File: config.mk
export PLATFORM = sky130hd
export DESIGN_NAME = audio_i2s_dac_tx
export DESIGN_NICKNAME = d
export VERILOG_FILES = /design/src/rtl/audio_pkg.sv /design/src/rtl/sync_fifo.sv /design/src/rtl/audio_i2s_dac_tx.sv
export SDC_FILE = /design/constraint.sdc
export NUM_CORES = 1
export LEC_CHECK = 0
export ABC_CLOCK_PERIOD_IN_PS = 3710
export CAP_MARGIN = 20
export CORE_ASPECT_RATIO = 0.6
export CORE_MARGIN = 1.5
export CORE_UTILIZATION = 55
export CTS_BUF_LIST = sky130_fd_sc_hd__clkbuf_4 sky130_fd_sc_hd__clkbuf_8
export DETAILED_ROUTE_END_ITERATION = 8
export PLACE_DENSITY = 0.82
export SYNTH_ARGS = -nofsm -noshare
export SYNTH_HDL_FRONTEND = slang
export SYNTH_SLANG_ARGS = --single-unit
File: constraint.sdc
create_clock -name CLOCK_50 -period 3.71 [get_ports CLOCK_50]
set_input_delay 0.5565 -clock CLOCK_50 [delete_from_list [all_inputs] [get_ports CLOCK_50]]
set_output_delay 0.5565 -clock CLOCK_50 [all_outputs]
set_load 0.03 [all_outputs]
File: src/rtl/audio_pkg.sv
// audio_pkg: I2S format constants and stereo sample type shared by the codec DAC and ADC paths.
package audio_pkg;
    localparam int DEF_DATA_W = 16;
    localparam int DEF_SLOT_W = 32;
    localparam int I2S_MSB_DELAY = 1;
    localparam logic I2S_LEFT_LRCK = 1'b0;

    typedef struct packed {
        logic [DEF_DATA_W-1:0] left;
        logic [DEF_DATA_W-1:0] right;
    } stereo_t;
endpackage

File: src/rtl/sync_fifo.sv
// sync_fifo: single-clock FIFO with registered full/empty/level flags.
module sync_fifo #(
    parameter int WIDTH = 32,
    parameter int DEPTH = 4
) (
    input  logic                     clk,
    input  logic                     rst_n,
    input  logic                     push,
    input  logic                     pop,
    input  logic [WIDTH-1:0]         din,
    output logic [WIDTH-1:0]         dout,
    output logic                     full,
    output logic                     empty,
    output logic [$clog2(DEPTH):0]   level
);
    localparam int AW = $clog2(DEPTH);
    localparam int LW = AW + 1;

    logic [WIDTH-1:0] mem [DEPTH];
    logic [AW-1:0] wr_ptr, rd_ptr;
    logic [LW-1:0] level_n;
    logic do_push, do_pop;

    always_comb begin
        do_push = push & ~full;
        do_pop = pop & ~empty;
        level_n = level + LW'(do_push) - LW'(do_pop);
    end

    assign dout = mem[rd_ptr];

    always_ff @(posedge clk) begin
        if (do_push) mem[wr_ptr] <= din;
    end

    always_ff @(posedge clk or negedge rst_n) begin
        if (!rst_n) begin
            wr_ptr <= '0;
            rd_ptr <= '0;
            level <= '0;
            full <= 1'b0;
            empty <= 1'b1;
        end else begin
            if (do_push) wr_ptr <= wr_ptr + 1'b1;
            if (do_pop) rd_ptr <= rd_ptr + 1'b1;
            level <= level_n;
            full <= level_n == LW'(DEPTH);
            empty <= level_n == '0;
        end
    end
endmodule

File: src/rtl/audio_i2s_dac_tx.sv
// audio_i2s_dac_tx: I2S master serializer driving WM8731 DAC pins from a stereo sample FIFO.
module audio_i2s_dac_tx
    import audio_pkg::*;
#(
    parameter int DATA_W = DEF_DATA_W,
    parameter int SLOT_W = DEF_SLOT_W,
    parameter int BCLK_HALF = 16,
    parameter int FIFO_DEPTH = 4
) (
    input  logic                          CLOCK_50,
    input  logic                          reset_n,
    input  logic                          enable,
    input  logic                          s_valid,
    output logic                          s_ready,
    input  logic [DATA_W-1:0]             s_left,
    input  logic [DATA_W-1:0]             s_right,
    output logic [$clog2(FIFO_DEPTH):0]   fifo_level,
    output logic                          underrun,
    output logic                          aud_bclk,
    output logic                          aud_daclrck,
    output logic                          aud_dacdat
);
    localparam int B_W = $clog2(2*SLOT_W);
    localparam int C_W = $clog2(BCLK_HALF);
    localparam logic [B_W-1:0] B_LAST = B_W'(2*SLOT_W-1);
    localparam logic [DATA_W-1:0] MSB = {1'b1, {(DATA_W-1){1'b0}}};

    typedef struct packed {
        logic [DATA_W-1:0] left;
        logic [DATA_W-1:0] right;
    } pair_t;

    logic [C_W-1:0] cnt, cnt_n;
    logic [B_W-1:0] b, b_n, nb, k;
    pair_t hold, hold_n, fifo_dout;
    logic bclk_n, lrck_n, dat_n, ur_n;
    logic tc, fall, frame_start, right, full, empty;

    sync_fifo #(.WIDTH(2*DATA_W), .DEPTH(FIFO_DEPTH)) u_fifo (
        .clk(CLOCK_50),
        .rst_n(reset_n),
        .push(s_valid & s_ready),
        .pop(frame_start),
        .din({s_left, s_right}),
        .dout(fifo_dout),
        .full(full),
        .empty(empty),
        .level(fifo_level)
    );

    assign s_ready = ~full;

    always_comb begin
        tc = cnt == C_W'(BCLK_HALF-1);
        fall = enable & tc & aud_bclk;
        nb = (b == B_LAST) ? '0 : b + 1'b1;
        frame_start = fall & (nb == '0);
        right = nb >= B_W'(SLOT_W);
        k = right ? nb - B_W'(SLOT_W) : nb;
        cnt_n = (!enable || tc) ? '0 : cnt + 1'b1;
        bclk_n = enable & (aud_bclk ^ tc);
        b_n = !enable ? B_LAST : fall ? nb : b;
        lrck_n = enable & (fall ? (right ? ~I2S_LEFT_LRCK : I2S_LEFT_LRCK) : aud_daclrck);
        // Mask walks MSB-first; k below the MSB delay wraps the shift past the width and yields 0.
        dat_n = enable & (fall ? |((right ? hold.right : hold.left) & (MSB >> (k - B_W'(I2S_MSB_DELAY))))
                               : aud_dacdat);
        hold_n = !enable ? '0 : frame_start ? (empty ? '0 : fifo_dout) : hold;
        ur_n = frame_start & empty;
    end

    always_ff @(posedge CLOCK_50 or negedge reset_n) begin
        if (!reset_n) begin
            cnt <= '0;
            b <= B_LAST;
            hold <= '0;
            aud_bclk <= 1'b0;
            aud_daclrck <= 1'b0;
            aud_dacdat <= 1'b0;
            underrun <= 1'b0;
        end else begin
            cnt <= cnt_n;
            b <= b_n;
            hold <= hold_n;
            aud_bclk <= bclk_n;
            aud_daclrck <= lrck_n;
            aud_dacdat <= dat_n;
            underrun <= ur_n;
        end
    end
endmodule

==> out/results.ini, run 1 <==
[drt]
drtAntennaViolNets=0
via_per_inst=6.27
wl_per_cell_um=21.6
drt-total-wl_um=14700
vias=4284
drc=0
dr.pass1.iters=5
initialDrtViolationCount=297

[grt]
grt_pass1_wl_um=23300
grt_usage=0.219
grt_pass1_vias=4182
grt.overflow.total=0
antenna_found_initial=0
grt_max_degree=35

[placed_design]
dp.cells=651
dpl_worst_slack_ns=0.451
hpwl_um=9610
port_buffers=43
placed_cell_area_um2=8230
place.gp.congestion=0.841

[logic_synthesis]
syn_inst=447
syn_nets=493
synthArstFlopShare=0.301
avgSynthCellArea_um2=17.1
yosysWarnings=0
ys.flop_type=edfxtp_1
synth-edff-count=128
ys_types=60
syn_area_um2=7630
synth_seq_cells=183
ys_seq_area_frac=0.685

[cts]
postCtsSetupBuffers=0
postCtsHoldBufs=0
htree_levels=4
ctsResizeCount=0
clock-sinks=183
clk_pin_slew_worst_paths_ns=0.10
clock-root-buffer=clkbuf_8
tritoncts=yes
cts_buffer_depth=2
clk_latency_ns=0.47
tritoncts.num_buffers=17

[worst_setup_path]
regToRegStartpoint=b[0]
cp_max_fo=13
r2r_cells=13
r2r_setup_slack_ns=0.38
critPathCaptureType=register
startpoint_type=register
cp.arrival_ns=3.70
cp_data_required_time_ns=4.08
crit_type=reg -> reg
reg2reg_to=u_fifo.full

[pwr]
pwr-share-comb=0.127
leakage_nw=3.11
ir_drop_mv=0.311
power.density_nw_per_um2=520
p_sw_mw=1.24
intPower_mw=3.25
p_seq_frac=0.578
swShare=0.275
clkPwrFrac=0.295

[floorplanning]
start_util=0.562
pin_count=44
core_area_um2=13600
fp-row-count=33
dieHeight_um=94.2
die_w_um=155
die_area_um2=14600

[final_layout]
nFillCells=923
drive_gt1_frac=0.205
nets=541
final_cells=683
fin_area_um2=8630
antenna_cells=0
area_growth_pct=13.2
fin_util=0.635

[sta]
finalSetupTns_ns=0
fmax_ghz=0.300
tightestPinTransition_ns=0.780
relSlewSlack=0.480
period_share=0.899
min_period_ns=3.33
grt_setup_unrepaired=no
finalWorstSetupSlack_ns=0.376
finalMaxSlewViolations=0
final-setup-viol-count=0
timing_hold_violations_final=0
fin_skew_ns=0.0204

[job]
cap_violations=0

[run_status]
status=finished, final reports clean

[worst_hold_path]
hold_path_class=in -> async

[layer usage]
metal / track usage / share of wire / vias up
met5: 0 / 0 / -
met2: 0.321 / 0.45 / 162
met3: 0.0540 / 0.066 / 13
met1: 0.333 / 0.47 / 2217
li1: - / - / 1892
met4: 0.0489 / 0.0071 / 0
[metrics by stage]
stage | hold slack, ns | power (mW)
finish | 0.161 | 4.49
global route | 0.209 | 4.67
global placement | 0.469 | 3.18
detailed placement | 0.473 | 3.22
floorplan | 0.261 | 2.95
CTS | 0.163 | 4.53
[synthesized netlist by cell type, drive strengths merged (4+ instances only)]
cell type,count,share of area
buf,20,0.017
o32ai,6,0.0069
nand2,24,0.012
edfxtp,128,0.50
nand3,4,0.0033
mux2i,4,0.0052
xnor2,6,0.0069
a22o,33,0.038
dfrtp,48,0.16
xor2,4,0.0046
dfstp,7,0.024
nor3,4,0.0026
clkbuf,9,0.0044
o211ai,4,0.0039
and2,9,0.0074
nand4,4,0.0033
mux4,32,0.094
a21oi,7,0.0061
nor4,4,0.0052
nor2,9,0.0044
o21ai,8,0.0057
and3,6,0.0049
o22ai,9,0.0074
nor2b,4,0.0033
ha,9,0.015
inv,10,0.0049
[final cells by class]
type	instances	area [µm²]	area share
flip-flops and latches	183	5230	0.606
multi-input cells	225	2200	0.255
repair buffers	58	538	0.0623
clock buffers	18	241	0.0280
well taps	175	219	0.0254
clock inverters	14	165	0.0191
inverters	10	37.5	0.00435
[cells in the final DEF (no fill, tap or decap), drive strengths merged, types with 3 or more instances in the layout]
cell,n
a22o,33
nor2,9
nand2,24
inv,19
nand4,4
edfxtp,128
a311oi,3
o21ai,8
xor2,4
a211oi,3
and2,9
and3,6
o22ai,9
o22a,3
mux2i,4
o32ai,6
nor3,4
dfrtp,48
nor2b,4
a21oi,7
xnor2,6
clkinv,5
nor4,4
ha,9
buf,16
clkdlybuf4s50,42
o211ai,4
nand3,4
dfstp,7
clkbuf,18
mux4,32
[kinds of logic (layout without fill, tap and decap cells)]
logic type      count (synthesis)  after routing  share of synthesized area
flops                         183            183                      0.685
compound gates                 95             95                      0.106
xor+xnor                       10             10                     0.0115
simple gates                   74             74                     0.0536
buf+inv                        39            100                     0.0264
fa+ha+maj                      10             10                     0.0174
mux                            36             36                     0.0997
[critical path, stage by stage, from the launching register on]
cell     delay [ns]
dfstp_2        0.70
ha_1           0.37
a21oi_4        0.10
o21ai_2        0.18
o31ai_2        0.14
nor4_4         0.29
ha_1           0.27
inv_1          0.05
ha_1           0.13
inv_1          0.05
fa_1           0.37
xnor2_1        0.15
xnor2_1        0.22
nor3b_1        0.20
[registers in the layout, summed over array words and instances, names as in the netlist, 2 cells and up]
name / flops
u_fifo.mem: 128
hold: 32
b: 6
cnt: 4
u_fifo.level: 3
u_fifo.rd_ptr: 2
u_fifo.wr_ptr: 2
[power by group through the flow]
stage	clock network, mW	registers, mW	logic [mW]
2_1_floorplan	0	2.65	0.300
3_3_place_gp	0	2.62	0.554
3_5_place_dp	0	2.64	0.581
4_1_cts	1.35	2.60	0.581
5_1_grt	1.43	2.62	0.623
6_report	1.32	2.59	0.569
[worst max-delay path by stage]
| stage | from | to | slack [ns] |
|---|---|---|---|
| after floorplan | b[1] | u_fifo.full | 0.28 |
| after global placement | b[0] | u_fifo.full | 0.55 |
| after detailed placement | b[0] | u_fifo.full | 0.45 |
| after CTS | b[0] | u_fifo.full | 0.39 |
| after global routing | b[0] | u_fifo.full | 0.13 |
| final | b[0] | u_fifo.full | 0.38 |
Power figures use the tool's default switching activity.
==> inputs of run 2 (changes only) <==
MAX_ROUTING_LAYER = met4   (was not set)
==> run 2 against run 1 <==
  * Clock power is essentially flat
  * Critical path depth is the same
  * Non-clock buffer count is the same
  * Highest routed layer unchanged
==> out/results.ini, run 2 (synthesis gave the netlist of run 1 again) <==
[run_status]
status=finished, final reports clean  ; unchanged

[cts]
htree_levels=4  ; unchanged
tritoncts=yes  ; unchanged
clk_pin_slew_worst_paths_ns=0.10  ; about the same
postCtsSetupBuffers=0  ; unchanged
clock-sinks=183  ; unchanged
postCtsHoldBufs=0  ; unchanged
cts_buffer_depth=2  ; unchanged
ctsResizeCount=0  ; unchanged
clock-root-buffer=clkbuf_8  ; unchanged
tritoncts.num_buffers=17  ; unchanged
clk_latency_ns=0.47  ; about the same

[worst_setup_path]
crit_path_frequent_cell=ha_1  ; unchanged
startpoint_type=register  ; unchanged
critPathCaptureType=register  ; unchanged
cp_max_fo=13  ; unchanged
slowest_delay_ns=0.70  ; about the same
cp_cell_sequence=ha_1, a21oi_4, o21ai_2, o31ai_2, nor4_4, ha_1, inv_1, ha_1, inv_1, fa_1, xnor2_1, xnor2_1, nor3b_1  ; unchanged
crit_family=adder cells  ; unchanged
cp_data_required_time_ns=4.08  ; about the same
crit_slowest_cell=dfstp_2  ; unchanged
path_buf_inv=2  ; unchanged
crit_type=reg -> reg  ; unchanged
cp.arrival_ns=3.78  ; was 3.70 ns

[floorplanning]
die_area_um2=14600  ; unchanged
pin_count=44  ; unchanged
die_w_um=155  ; unchanged
start_util=0.562  ; unchanged
fp-row-count=33  ; unchanged
dieHeight_um=94.2  ; unchanged
core_area_um2=13600  ; unchanged

[drt]
drc=0  ; unchanged
wl_per_cell_um=22.1  ; was 21.6 µm
vias=4179  ; was 4284
initialDrtViolationCount=317  ; was 297
via_per_inst=6.13  ; was 6.27
dr.pass1.iters=5  ; unchanged
drtAntennaViolNets=0  ; unchanged
drt-total-wl_um=15100  ; was 14700 µm

[grt]
antenna_found_initial=0  ; unchanged
grt_pass1_wl_um=23800  ; was 23300 µm
grt_usage=0.232  ; was 0.219
grt_pass1_vias=4314  ; was 4182
grt_max_degree=35  ; unchanged
grt.overflow.total=0  ; unchanged

[placed_design]
place.gp.congestion=0.836  ; was 0.841
hpwl_um=9760  ; was 9610 µm
placed_cell_area_um2=8230  ; unchanged
port_buffers=43  ; unchanged

[sta]
timing_hold_violations_final=0  ; unchanged
fmax_ghz=0.293  ; was 0.300 GHz
fin_skew_ns=0.0163  ; was 0.0204 ns
min_period_ns=3.41  ; was 3.33 ns
relSlewSlack=0.599  ; was 0.480
tightestPinTransition_ns=0.598  ; was 0.780 ns
final-setup-viol-count=0  ; unchanged
period_share=0.920  ; was 0.899
grt_setup_unrepaired=no  ; unchanged
finalSetupTns_ns=0  ; unchanged
finalMaxSlewViolations=0  ; unchanged

[final_layout]
drive_gt1_frac=0.203  ; was 0.205
regMostFlops=u_fifo.mem  ; unchanged
largest_register_ffs=128  ; unchanged
area_growth_pct=13.2  ; unchanged
fin_area_um2=8630  ; unchanged
nets=541  ; unchanged
fin_util=0.635  ; unchanged
nFillCells=968  ; was 923
antenna_cells=0  ; unchanged
final_cell_mix=edfxtp_1, dfrtp_1, clkdlybuf4s50_1, a22o_1, mux4_2  ; unchanged
reg_top3=u_fifo.mem x128, hold x32, b x6  ; unchanged
final_common_cell=edfxtp_1  ; unchanged

[pwr]
intPower_mw=3.24  ; was 3.25 mW
p_sw_mw=1.24  ; about the same
power.density_nw_per_um2=519  ; was 520 nW/µm²
ir_drop_mv=0.273  ; was 0.311 mV
total_power_mw=4.48  ; was 4.49 mW
leakage_nw=3.10  ; was 3.11 nW
p_seq_frac=0.579  ; was 0.578
pwr-share-comb=0.129  ; was 0.127
clkPwrFrac=0.292  ; was 0.295
swShare=0.276  ; was 0.275

[job]
cap_violations=0  ; unchanged

[worst_hold_path]
hold_path_class=in -> async  ; unchanged

==> run 2: cell count changes in the layout (fill, tap and decap cells not counted) <==
cell	before	now
clkbuf_4	1	0
inv_12	0	1
inv_8	5	2
clkinv_8	4	5
inv_6	4	5
==> run 2: area by class of cell <==
class	count	area, µm²	area share
flip-flops and latches	183	5230	0.606
multi-input cells	225	2200	0.255
repair buffers	58	538	0.0623
clock buffers	17	234	0.0271
well taps	175	219	0.0254
clock inverters	14	173	0.0200
inverters	10	37.5	0.00435
==> run 2: layer usage <==
metal / GRT usage / routed length [µm] / vias up
li1: - / - / 1885
met1: 0.331 / 7140 / 2120
met2: 0.334 / 6850 / 134
met3: 0.0512 / 780 / 40
met4: 0.0809 / 333 / 0
met5: - / 0 / -
==> run 2: power groups by stage <==
stage | Sequential, mW | Clock (mW) | Combinational [mW]
2_1_floorplan | 2.65 | 0 | 0.300
3_3_place_gp | 2.62 | 0 | 0.554
3_5_place_dp | 2.64 | 0 | 0.587
4_1_cts | 2.60 | 1.35 | 0.587
5_1_grt | 2.62 | 1.43 | 0.632
6_report | 2.60 | 1.31 | 0.577
==> run 2: final timing paths <==
kind	from	endpoint	slack, ns	cells past startpoint
min in group CLOCK_50	hold[10]	hold[10]	0.52	1
max in group asynchronous	reset_n	u_fifo.empty	2.79	2
setup reg to reg	b[0]	u_fifo.full	0.30	13
hold reg to reg	hold[10]	hold[10]	0.52	1
hold / removal	reset_n	hold[19]	0.07	1
setup / recovery	b[0]	u_fifo.full	0.30	13
==> run 2: per-stage QoR <==
| stage | setup slack, ns | std cells | hold slack (ns) |
|---|---|---|---|
| after detailed placement | 0.341 | 651 | 0.495 |
| after floorplan | 0.282 | 447 | 0.261 |
| after CTS | 0.314 | 682 | 0.0585 |
| after global placement | 0.539 | 651 | 0.468 |
| after global routing | 0.0311 | 682 | 0.0940 |
| final | 0.298 | 682 | 0.0682 |
==> run 2: worst register-to-register path, cell delays in order (launching register included) <==
cell and delay (ns):
dfstp_2 0.70, ha_1 0.36, a21oi_4 0.10, o21ai_2 0.19, o31ai_2 0.14, nor4_4 0.30
ha_1 0.28, inv_1 0.06, ha_1 0.13, inv_1 0.05, fa_1 0.37, xnor2_1 0.15
xnor2_1 0.23, nor3b_1 0.25
